[config.mk]
export PLATFORM = sky130hd
export DESIGN_NAME = mult_seq
export DESIGN_NICKNAME = d
export VERILOG_FILES = /design/src/rtl/mult_seq.sv
export SDC_FILE = /design/constraint.sdc
export NUM_CORES = 1
export LEC_CHECK = 0
export ABC_AREA = 1
export CAP_MARGIN = 20
export CORE_AREA = 8 8 45 47
export DETAILED_ROUTE_END_ITERATION = 7
export DIE_AREA = 0 0 53 55
export GPL_ROUTABILITY_DRIVEN = 0
export SYNTH_ARGS = -nofsm -noshare
export SYNTH_HDL_FRONTEND = slang
export SYNTH_SLANG_ARGS = --single-unit
[constraint.sdc]
create_clock -name clk -period 1.4 [get_ports clk]
set_clock_uncertainty 0.1 [all_clocks]
set_input_delay 0.28 -clock clk [delete_from_list [all_inputs] [get_ports clk]]
set_output_delay 0.28 -clock clk [all_outputs]
set_load 0.02 [all_outputs]
[src/rtl/mult_seq.sv]
// Control sequencer for the iterative shift-add multiplier.
// Steps load / (add) / shift strobes for WIDTH iterations, then pulses done.
module mult_seq #(
  parameter int WIDTH = 16,
  localparam int CNT_W = $clog2(WIDTH)
) (
  input  logic             clk,
  input  logic             rst,
  input  logic             start,
  input  logic             lsb_b,
  output logic             load,
  output logic             add,
  output logic             shift,
  output logic             busy,
  output logic             done,
  output logic [CNT_W-1:0] iter
);

  typedef enum logic [2:0] {
    S_IDLE  = 3'd0,
    S_LOAD  = 3'd1,
    S_CHECK = 3'd2,
    S_ADD   = 3'd3,
    S_SHIFT = 3'd4,
    S_DONE  = 3'd5
  } state_e;

  localparam logic [CNT_W-1:0] LAST_ITER = CNT_W'(WIDTH - 1);
  localparam logic [CNT_W-1:0] ONE       = CNT_W'(1);

  state_e           state_q, state_d;
  logic [CNT_W-1:0] iter_q, iter_d;

  always_ff @(posedge clk) begin
    if (rst) begin
      state_q <= S_IDLE;
      iter_q  <= '0;
    end else begin
      state_q <= state_d;
      iter_q  <= iter_d;
    end
  end

  // Next state and iteration counter; lsb_b matters only in CHECK.
  always_comb begin
    state_d = S_IDLE;
    iter_d  = iter_q;
    case (state_q)
      S_IDLE:  state_d = start ? S_LOAD : S_IDLE;
      S_LOAD: begin
        iter_d  = '0;
        state_d = S_CHECK;
      end
      S_CHECK: state_d = lsb_b ? S_ADD : S_SHIFT;
      S_ADD:   state_d = S_SHIFT;
      S_SHIFT: begin
        if (iter_q == LAST_ITER) begin
          state_d = S_DONE;
        end else begin
          iter_d  = iter_q + ONE;
          state_d = S_CHECK;
        end
      end
      S_DONE: begin
        iter_d  = '0;
        state_d = S_IDLE;
      end
      default: begin
        iter_d  = '0;
        state_d = S_IDLE;
      end
    endcase
  end

  // Moore outputs: decoded from the state register alone.
  always_comb begin
    load  = 1'b0;
    add   = 1'b0;
    shift = 1'b0;
    busy  = 1'b0;
    done  = 1'b0;
    case (state_q)
      S_LOAD:  begin load  = 1'b1; busy = 1'b1; end
      S_CHECK: begin busy  = 1'b1; end
      S_ADD:   begin add   = 1'b1; busy = 1'b1; end
      S_SHIFT: begin shift = 1'b1; busy = 1'b1; end
      S_DONE:  begin done  = 1'b1; busy = 1'b1; end
      default: begin end
    endcase
  end

  assign iter = iter_q;

endmodule

# Word-level counts from Yosys, hierarchy flattened
# Cells that the tools add are included.
[op_classes] muxes=11 bitwise_logic=1 reduce_logical=4 n_eq_ne=7 n_addsub=1
[ops] op="one-hot mux 3 bit (5 select lines)" n=1
[ops] op="one-hot mux 4 bit (2 select lines)" n=1
[ops] op="== test 3 x 2 -> 1 bit (second input constant)" n=2
[ops] op="== test 3 bit (second input constant)" n=2
[ops] op="two-way mux 1 bit" n=6
[ops] op="two-way mux 3 bit" n=2
[ops] op="OR reduction 5 bit" n=1
[ops] op="adder 4 x 1 -> 4 bit (second input constant)" n=1
[ops] op="== test 4 bit (second input constant)" n=1
[ops] op="two-way mux 4 bit" n=1
[ops] op="== test 3 x 1 -> 1 bit (second input constant)" n=1
[ops] op="logical NOT 3 bit" n=1
[ops] op="OR reduction 3 bit" n=1
[ops] op="!= test 2 bit (second input constant)" n=1
[ops] op="AND reduction 2 bit" n=1
[ops] op="NOT 1 bit" n=1
[word_totals] elab_cells=26 register_bits=7 in_bits=4

# Longest topological paths before layout
# Gate-level depths: netlist (run 1).
[depth] word_depth=4 mapped_depth=8 depth_no_buf=8

# Worst setup path after synthesis (run 1)
# No wires, ideal clock.
[synth_path] kind="register to register" from="reg iter_q[0], in the netlist iter[0]" to="reg iter_q[1], in the netlist iter[1]" path_stages_with_launch=7 slack_ns=-0.028 arrival_time_ns=1.214 path_buffers=0 path_cell_list="dfxtp_1 ha_1 nand3_2 nor2_2 nor2_1 nor2_1 nor2_2"
[synth_via] elab_chain_len=3 word_cells_on_any_way=6 classes_between="add/sub: 1; eq/ne: 2; mux: 2; reduce/logical: 1"
[synth_lines] element="from (decl)" line="32" source="logic [CNT_W-1:0] iter_q, iter_d;"
[synth_lines] element="from (signal assigned)" line="40" source="iter_q <= iter_d;"
[synth_lines] element="adder 4 x 1 -> 4 bit or == test 4 bit (tied branches)" line="60, 57"
[synth_lines] element="two-way mux 4 bit or != test 2 bit (tied branches)"
[synth_lines] element="one-hot mux 4 bit (2 select lines) or AND reduction 2 bit (tied branches)"
# Parallel ways exist; a longest one is shown, timed or not. The select of a mux whose other input is x is not followed.
# A chain may end at the register's enable or synchronous reset.

# Worst setup path in the final report (run 1)
[layout_path] from="reg state_q[1]" to="out load"
[layout_via] elab_chain_len=2
[layout_lines] element="from (decl)" line="31" source="state_e state_q, state_d;"
[layout_lines] element="from (signal assigned)" line="39" source="state_q <= state_d;"
[layout_lines] element="== test 3 x 1 -> 1 bit" line="82" source="case (state_q)"
[layout_lines] element="two-way mux 1 bit" line="82"
[layout_lines] element="to (decl)" line="11" source="output logic load,"
# Every way passes these cells.

==> reports/results.ini, run 1 <==
[global_routing]
globalRouteOverflowTotal = 0
grt_pass1_wl_um = 1697
antenna_found_initial = 0
grt_pass1_vias = 400
grt_usage_pct = 7.831
grt_start_max_net_pins = 8

[synthesis]
avgSynthCellArea_um2 = 6.638
synth.top_cell.area_share_pct = 35.78
synth-seq-cells = 7
synth_largest_area_cell = dfxtp_1
ys_warn_count = 0
synthCells = 59
syn_nets = 64
seq_area_frac_synth_pct = 35.78
synth_top_cells_by_area = dfxtp_1 (36%), nand2_1 (12%), nor2_1 (9.6%)
synth_area_um2 = 391.6
yosysUniqueCellTypes = 19

[clock_tree]
worst_skew_pair.late_latency_ns = 0.25
h-tree-depth = 1
cts_buffers = 3
cts_num_sinks = 7
cts_root_buf = clkbuf_4
cts_tree = yes
clk_pin_slew_ns = 0.05
clk_path_buf_depth = 2

[setup_path]
path_class = reg2out
cp_data_required_time_ns = 1.02
cp_data_arrival_time_ns = 1.01
end_kind = output port
r2r_cells = 6
worstPathMaxFanout = 4
worstSetupStartpointType = flop

[hold_path]
hold_depth = 2
hp-class = reg2reg

[timing]
grt_setup_unrepaired = true
slew_viol_final = 0
tightest_slew_ns = 0.2502
setup_viol = 0
max_freq_mhz = 719.7
fin_ws_ns = 0.01054
finalCritPeriodShare_pct = 99.25
hold_viol = 0
fin_crit_ns = 1.389
slew_headroom_pct = 83.19
holdWs_ns = 0.4367

[route]
via_count = 439
antenna_left = 0
first_iter_violations = 3
wirelength_um = 1021
route.detailed.drc = 0
drt_pre_antenna_iters = 5
routed_via_density = 4.526
wire_per_inst_um = 10.53

[pwr]
p_leak_nw = 0.2848
power_density_nw_per_um2 = 851.0
peakVddDrop_mv = 0.4316

[cells_and_area]
drive_gt1_share_pct = 41.98
diodes = 0
fin_nets = 87
area_delta_synth_final_pct = 61.34
ff_latch_area_um2 = 153.9
nFillCells = 153
multiInputGateArea_um2 = 244.0

[floorplanning]
die_y_um = 55
die-area_um2 = 2915
start_util_pct = 28.30
io_pins = 13
chipWidth_um = 53
core-area_um2 = 1384
fp-row-count = 14

[placed_design]
hpwl_um = 768.8
place.port_buffers = 12
dp_slack_ns = -0.2507

[status]
status = complete, no violations

[flow_run]
cap_viol_max_count = 0

[critical path, cell delays in order (launching register included)]
cell	delay, ns
dfxtp_4	0.36
inv_4	0.07
nand2_2	0.07
nor2_4	0.14
buf_6	0.13
[kinds of logic after synthesis]
| group | count (synthesis) | synth area share [%] |
|---|---|---|
| buf+inv | 8 | 7.668 |
| xor+xnor | 1 | 2.237 |
| flops | 7 | 35.78 |
| fa+ha+maj | 1 | 3.194 |
| compound gates | 7 | 10.22 |
| simple gates | 35 | 40.89 |
[path summary, 6_finish.rpt]
path,slack [ns],from,endpoint
hold / removal,0.44,iter[1],iter[1]
setup reg to reg,0.12,iter[0],iter[1]
setup / recovery,0.01,state_q[1],load
hold reg to reg,0.44,iter[1],iter[1]
[placed cells by master (no fill, tap or decap), types with 2 or more instances in the layout]
cell	count
nor3_1	2
clkdlybuf4s50_1	3
dfxtp_2	2
nor2_2	3
inv_1	4
nor2_4	2
nand3_1	3
buf_4	9
nand2_2	2
nor2_1	9
dfxtp_4	3
dfxtp_1	2
inv_2	3
a21oi_1	3
dlygate4sd2_1	4
clkbuf_4	3
buf_6	2
nand2_1	11
[metrics by stage]
stage	cell area, um2	total power [mW]	std cells	setup TNS (ns)	utilization [%]
2_1_floorplan	394.1	0.2964	59	0	-
3_3_place_gp	571.8	0.3508	92	-1.011	41.32
3_5_place_dp	571.8	0.3503	92	-1.046	41.32
4_1_cts	574.3	0.5265	96	-0.07987	41.50
5_1_grt	631.9	0.5713	97	-0.1172	45.66
6_report	631.9	0.5377	97	0	45.66
[Yosys cell counts, drive strengths merged]
cell type / number
nor2: 14
nand2: 13
dfxtp: 7
inv: 7
nand3: 4
a21oi: 3
nor3: 3
o21ai: 3
a31oi: 1
clkinv: 1
ha: 1
nand4: 1
xor2: 1
[state kept, by name, indices dropped and copies added (netlist names)]
name	count
iter	4
state_q	3
[power by group]
part / leakage (nW) / switching, mW / total (mW) / internal [mW]
registers: 0.0600 / 0.0161 / 0.227 / 0.210
clock network: 0.0150 / 0.0719 / 0.181 / 0.109
logic: 0.210 / 0.0726 / 0.131 / 0.0580
[per-layer routing]
layer	GRT usage [%]	vias up	share of wire, %
met1	8.716	186	45
met2	12.11	15	46
met5	0	-	0
met4	5.172	0	0.98
met3	3.209	2	7.8
li1	-	236	-
[cell type report]
class	count	area share, %
multi-input cells	44	38.61
repair buffers	18	24.55
flip-flops and latches	7	24.36
inverters	8	5.149
clock buffers	4	4.158
well taps	16	3.168
[repair_timing]
item,4_1_cts,5_1_grt
resized for setup,30,18
endpoints found under the setup margin,9,8
pin swaps,0,2
setup buffers,0,1
hold buffers,0,0
(Power assumes the default switching activity.)
==> run 2: changes to the inputs <==
SLEW_MARGIN = 20   (was unset)
==> results of run 2 <==
No change in the layout: final DEF, timing and power equal those of run 1.
